`config.mk`:
```
export PLATFORM = sky130hd
export DESIGN_NAME = flexbex_mem_arbiter
export DESIGN_NICKNAME = d
export VERILOG_FILES = /design/src/rtl/flexbex_mem_arbiter.sv
export SDC_FILE = /design/constraint.sdc
export NUM_CORES = 1
export LEC_CHECK = 0
export BUFFER_PORTS_ARGS = -buffer_cell sky130_fd_sc_hd__buf_2
export CORE_AREA = 2 2 109 111
export DETAILED_ROUTE_END_ITERATION = 10
export DIE_AREA = 0 0 111 113
export GPL_TIMING_DRIVEN = 0
export SLEW_MARGIN = 20
export SYNTH_ARGS = -nofsm -noshare
export SYNTH_HDL_FRONTEND = slang
export SYNTH_SLANG_ARGS = --single-unit
```
`constraint.sdc`:
```
create_clock -name clk_i -period 2.25 [get_ports clk_i]
set_input_delay 0.1125 -clock clk_i [delete_from_list [all_inputs] [get_ports clk_i]]
set_output_delay 0.1125 -clock clk_i [all_outputs]
set_load 0.05 [all_outputs]
```
`src/rtl/flexbex_mem_arbiter.sv`:
```
// -----------------------------------------------------------------------------
// flexbex_mem_arbiter
//
// Shares one req/gnt/rvalid memory port between the flexbex instruction fetch
// port and data port. Round-robin arbitration, word-aligned address
// forwarding, a single outstanding transaction, response routing back to the
// requester that owns the transaction, and a response watchdog that forces
// an error response when memory never answers.
//
// Handshake: a requester raises req with stable fields and holds them until
// it sees gnt in the same cycle (gnt is a combinational pass-through of
// mem_gnt_i). After a grant, exactly one rvalid pulse returns to the same
// requester, either the memory's response or a watchdog error response.
//
// Parameters:
//   TIMEOUT_CYCLES  cycles from grant to forced error response (0 = off)
//   TO_WIDTH        watchdog counter width, 2**TO_WIDTH > TIMEOUT_CYCLES
//   ERR_RDATA       rdata returned with an error response
//
// Ports:
//   clk_i, rst_i            clock, synchronous active-high reset
//   instr_*                 fetch port: req/addr in, gnt/rvalid/rdata/err out
//   data_*                  data port: req/we/be/addr/wdata in,
//                           gnt/rvalid/rdata/err out
//   mem_*                   shared memory port: req/we/be/addr/wdata out,
//                           gnt/rvalid/rdata in
//   busy_o                  transaction in flight (state not IDLE)
// -----------------------------------------------------------------------------
module flexbex_mem_arbiter #(
   parameter int unsigned TIMEOUT_CYCLES = 255,
   parameter int unsigned TO_WIDTH       = 8,
   parameter logic [31:0] ERR_RDATA      = 32'hDEADBEEF
) (
   input  logic        clk_i,
   input  logic        rst_i,
   input  logic        instr_req_i,
   input  logic [31:0] instr_addr_i,
   output logic        instr_gnt_o,
   output logic        instr_rvalid_o,
   output logic [31:0] instr_rdata_o,
   output logic        instr_err_o,
   input  logic        data_req_i,
   input  logic        data_we_i,
   input  logic [3:0]  data_be_i,
   input  logic [31:0] data_addr_i,
   input  logic [31:0] data_wdata_i,
   output logic        data_gnt_o,
   output logic        data_rvalid_o,
   output logic [31:0] data_rdata_o,
   output logic        data_err_o,
   output logic        mem_req_o,
   output logic        mem_we_o,
   output logic [3:0]  mem_be_o,
   output logic [31:0] mem_addr_o,
   output logic [31:0] mem_wdata_o,
   input  logic        mem_gnt_i,
   input  logic        mem_rvalid_i,
   input  logic [31:0] mem_rdata_i,
   output logic        busy_o
);

   typedef enum logic [1:0] {IDLE, HOLD, RESP} state_e;
   typedef enum logic {SRC_INSTR = 1'b0, SRC_DATA = 1'b1} src_e;

   // Last watchdog count before the forced error response.
   localparam logic [TO_WIDTH-1:0] WD_LAST =
      TO_WIDTH'((TIMEOUT_CYCLES == 0) ? 0 : TIMEOUT_CYCLES - 1);

   state_e              state_q, state_d;
   src_e                owner_q, owner_d;
   src_e                prefer_q, prefer_d;
   logic [TO_WIDTH-1:0] wd_q, wd_d;

   src_e                sel;
   logic                sel_valid;
   logic                resp_valid;
   logic                resp_err;
   logic [31:0]         resp_rdata;

   always_ff @(posedge clk_i) begin
      if (rst_i) begin
         state_q  <= IDLE;
         owner_q  <= SRC_INSTR;
         prefer_q <= SRC_INSTR;
         wd_q     <= '0;
      end else begin
         state_q  <= state_d;
         owner_q  <= owner_d;
         prefer_q <= prefer_d;
         wd_q     <= wd_d;
      end
   end

   always_comb begin
      state_d        = state_q;
      owner_d        = owner_q;
      prefer_d       = prefer_q;
      wd_d           = wd_q;
      sel            = owner_q;
      sel_valid      = 1'b0;
      resp_valid     = 1'b0;
      resp_err       = 1'b0;
      resp_rdata     = '0;
      mem_req_o      = 1'b0;
      mem_we_o       = 1'b0;
      mem_be_o       = '0;
      mem_addr_o     = '0;
      mem_wdata_o    = '0;
      instr_gnt_o    = 1'b0;
      data_gnt_o     = 1'b0;
      instr_rvalid_o = 1'b0;
      instr_rdata_o  = '0;
      instr_err_o    = 1'b0;
      data_rvalid_o  = 1'b0;
      data_rdata_o   = '0;
      data_err_o     = 1'b0;

      case (state_q)
         IDLE: begin
            if (instr_req_i && data_req_i) begin
               sel_valid = 1'b1;
               sel       = prefer_q;
            end else if (instr_req_i) begin
               sel_valid = 1'b1;
               sel       = SRC_INSTR;
            end else if (data_req_i) begin
               sel_valid = 1'b1;
               sel       = SRC_DATA;
            end
         end
         HOLD: begin
            // Owner is locked in; a dropped request abandons the attempt.
            sel       = owner_q;
            sel_valid = (owner_q == SRC_INSTR) ? instr_req_i : data_req_i;
            if (!sel_valid) begin
               state_d = IDLE;
            end
         end
         RESP: begin
            if (mem_rvalid_i) begin
               resp_valid = 1'b1;
               resp_rdata = mem_rdata_i;
               state_d    = IDLE;
            end else if ((TIMEOUT_CYCLES != 0) && (wd_q == WD_LAST)) begin
               resp_valid = 1'b1;
               resp_err   = 1'b1;
               resp_rdata = ERR_RDATA;
               state_d    = IDLE;
            end else begin
               wd_d = wd_q + TO_WIDTH'(1);
            end
         end
         default: state_d = IDLE;
      endcase

      if (sel_valid) begin
         mem_req_o = 1'b1;
         if (sel == SRC_INSTR) begin
            mem_be_o    = 4'hF;
            mem_addr_o  = instr_addr_i & 32'hFFFF_FFFC;
            instr_gnt_o = mem_gnt_i;
         end else begin
            mem_we_o    = data_we_i;
            mem_be_o    = data_be_i;
            mem_addr_o  = data_addr_i & 32'hFFFF_FFFC;
            mem_wdata_o = data_wdata_i;
            data_gnt_o  = mem_gnt_i;
         end
         owner_d = sel;
         if (mem_gnt_i) begin
            prefer_d = (sel == SRC_INSTR) ? SRC_DATA : SRC_INSTR;
            wd_d     = '0;
            state_d  = RESP;
         end else begin
            state_d  = HOLD;
         end
      end

      if (resp_valid) begin
         if (owner_q == SRC_INSTR) begin
            instr_rvalid_o = 1'b1;
            instr_rdata_o  = resp_rdata;
            instr_err_o    = resp_err;
         end else begin
            data_rvalid_o  = 1'b1;
            data_rdata_o   = resp_rdata;
            data_err_o     = resp_err;
         end
      end

      // Outputs are quiet for the whole reset cycle, not just after the edge.
      if (rst_i) begin
         mem_req_o      = 1'b0;
         mem_we_o       = 1'b0;
         mem_be_o       = '0;
         mem_addr_o     = '0;
         mem_wdata_o    = '0;
         instr_gnt_o    = 1'b0;
         data_gnt_o     = 1'b0;
         instr_rvalid_o = 1'b0;
         instr_rdata_o  = '0;
         instr_err_o    = 1'b0;
         data_rvalid_o  = 1'b0;
         data_rdata_o   = '0;
         data_err_o     = 1'b0;
      end
   end

   assign busy_o = (state_q != IDLE) && !rst_i;

endmodule

```
==> qor.yml <==
run_status:
  status: "complete, no violations"
logic_synthesis:
  synth-edff-count: 0
  syn_area_um2: 1980
  yosys.area.top_type_share_pct: 18.4
  synthTopCellsByArea: "nor2_1 (18%), mux2i_1 (15%), and2_1 (14%), dfxtp_1 (12%), nor2b_1 (7.9%)"
  synth_most_common_cell: "nor2_1"
  yosys-top-cells-count: "nor2_1 (97), and2_1 (44), mux2i_1 (30)"
  synth-async-reset-ratio_pct: 0
  synth_top_cell_by_area: "nor2_1"
  synth_cell_type_count: 39
  yosys_register_bits: 12
  yosysSeqAreaShare_pct: 12.2
  postSynthAreaPerCell_um2: 6.59
  yosysWarningCount: 0
  synth_cells: 300
  synthFlopType: "dfxtp_1"
sta:
  period_share_pct: 94.6
  hold_ws_ns: 0.0847
  tns_ns: 0
  fin_skew_ns: 0.00369
  setup_viol: 0
  hold_viol_final: 0
  setup_ws_ns: 0.120
  max_freq_mhz: 470
  finalMaxSlewViolations: 0
  post-route-min-period_ns: 2.13
critical_path:
  cp.arrival_ns: 2.02
  path_cells: "nand4_1 > nor2_2 > o211ai_1 > buf_4 > clkdlybuf4s15_2 > nor2_1 > clkbuf_4"
  critical_path_class: "register to primary output"
  end_kind: "primary output"
  crit_slowest_cell: "dfxtp_1"
  crit_fanout: 7
  start_kind: "register"
  critPathRequiredTime_ns: 2.14
  max_stage_delay_ns: 0.40
drt:
  drc: 0
  wl_per_cell_um: 12.3
  drt-vias-per-instance: 4.09
  drt_iter0_drc: 115
  ant_nets: 0
  dr.pass1.iters: 5
  num_vias: 2975
  wl_um: 8910
place:
  dpl_cell_area_um2: 3510
  finalWeightedCongestion: 0.812
  post-dp-hpwl_um: 7260
  dp_slack_ns: 0.138
  io_buffers: 271
hold_path:
  hold_class: "primary input to register"
global_route:
  antenna_found_initial: 1
  overflow: 0
  grt_max_degree: 11
  track_usage_pct: 12.4
  grt_pass1_wl_um: 12900
  grt_pass1_vias: 2559
run:
  drv_cap: 0
finish:
  seq_area_um2: 240
  fillers: 1212
  drive_gt1_share_pct: 53.3
  utilization_pct: 34.3
  final_cell_area_um2: 3860
  multiInputGateArea_um2: 1560
  num-nets-final: 725
  syn_to_final_growth_pct: 95.6
floorplanning:
  start_util_pct: 17.5
  die-height_um: 113
  dieArea_um2: 12500
  die_w_um: 111
  rows: 39
  top_level_ports: 280
  coreArea_um2: 11300
clocking:
  clock_sinks: 12
  clk_pin_slew_ns: 0.05
  cts_buffers: 3
  holdBufCountCts: 0
  cts_max_path_buffers: 2
  cts_root_buf: "clkbuf_16"
  cts_tree: "yes"
  htreeDepth: 1
  worstSkewPairLatency_ns: 0.25
power:
  p_leak_nw: 2.38
  p_per_area_nw_per_um2: 404
  irDropWorstVdd_v: 0.000185
## registers in the layout (all words and copies together) (netlist names)
signal    count
wd_q          8
state_q       2
owner_q       1
prefer_q      1
## where the power goes
| group | leakage, nW | switching [mW] | internal (mW) |
|---|---|---|---|
| clock | 0.0442 | 0.101 | 0.269 |
| combinational | 2.24 | 0.622 | 0.341 |
| sequential | 0.0976 | 0.00700 | 0.221 |
## area by class of cell
| type | count | area share (%) |
|---|---|---|
| Timing Repair Buffer | 278 | 41.1 |
| Multi-Input combinational cell | 258 | 40.5 |
| Sequential cell | 12 | 6.22 |
| Buffer | 25 | 4.63 |
| Tap cell | 143 | 4.63 |
| Clock buffer | 4 | 2.30 |
| Inverter | 6 | 0.583 |
| Antenna cell | 1 | 0.0647 |
## cells in the final DEF (no fill, tap or decap), types with 6 or more instances in the layout
cell type    n
mux2i_1     30
clkbuf_4     7
nor2b_1     25
dfxtp_1     12
nor2_1      96
and2_1      43
buf_4       21
a21oi_1      8
inv_1        6
buf_2      240
buf_6       29
and3_1      10
## layer usage
layer | share of wire, % | wire, µm | GRT usage, % | vias to the layer above
li1 | - | - | - | 1536
met1 | 40 | 3540 | 14.6 | 1308
met2 | 52 | 4650 | 22.4 | 120
met3 | 6.3 | 566 | 2.41 | 11
met4 | 1.8 | 161 | 4.75 | 0
met5 | 0 | 0 | 0 | -
## stage by stage
stage | total power [mW] | std cells
after global routing | 1.65 | 727
after detailed placement | 1.15 | 715
after floorplan | 0.891 | 301
after global placement | 1.15 | 715
final | 1.56 | 727
after CTS | 1.54 | 721
## kinds of logic (layout without fill, tap and decap cells)
family                   Yosys count  count (layout)  share of synthesized area, %
XOR/XNOR                           6               6                          2.66
buffers and inverters             31             313                          9.69
multiplexers                      30              30                          15.2
adder cells (fa/ha/maj)            2               2                          1.27
AND/OR/NAND/NOR                  196             196                          51.6
other                              1               3                         0.190
flip-flops                        12              12                          12.2
AO/OA/AOI/OAI                     22              22                          7.28
## critical path: cells and delay by family (launching register included)
kind                   cells  cell delay (ns)
buffers and inverters      3             0.66
and+or+nand+nor            3             0.58
DFF                        1             0.40
AOI/OAI and AO/OA          1             0.12
## worst paths after layout
path,depth (start not counted),to,startpoint,slack [ns]
hold reg to reg,2,prefer_q,prefer_q,0.49
setup reg to reg,5,wd_q[1],owner_q,0.73
hold / removal,2,state_q[0],mem_gnt_i,0.08
setup / recovery,7,instr_rdata_o[19],wd_q[2],0.12
## repair_timing
item,4_1_cts,5_1_grt
buffers inserted,2,4
pin swaps,1,3
resized for setup,33,39
endpoints found under the setup margin,31,76
hold endpoints to repair,0,0
cloned,0,1
Power figures use the tool's default switching activity.
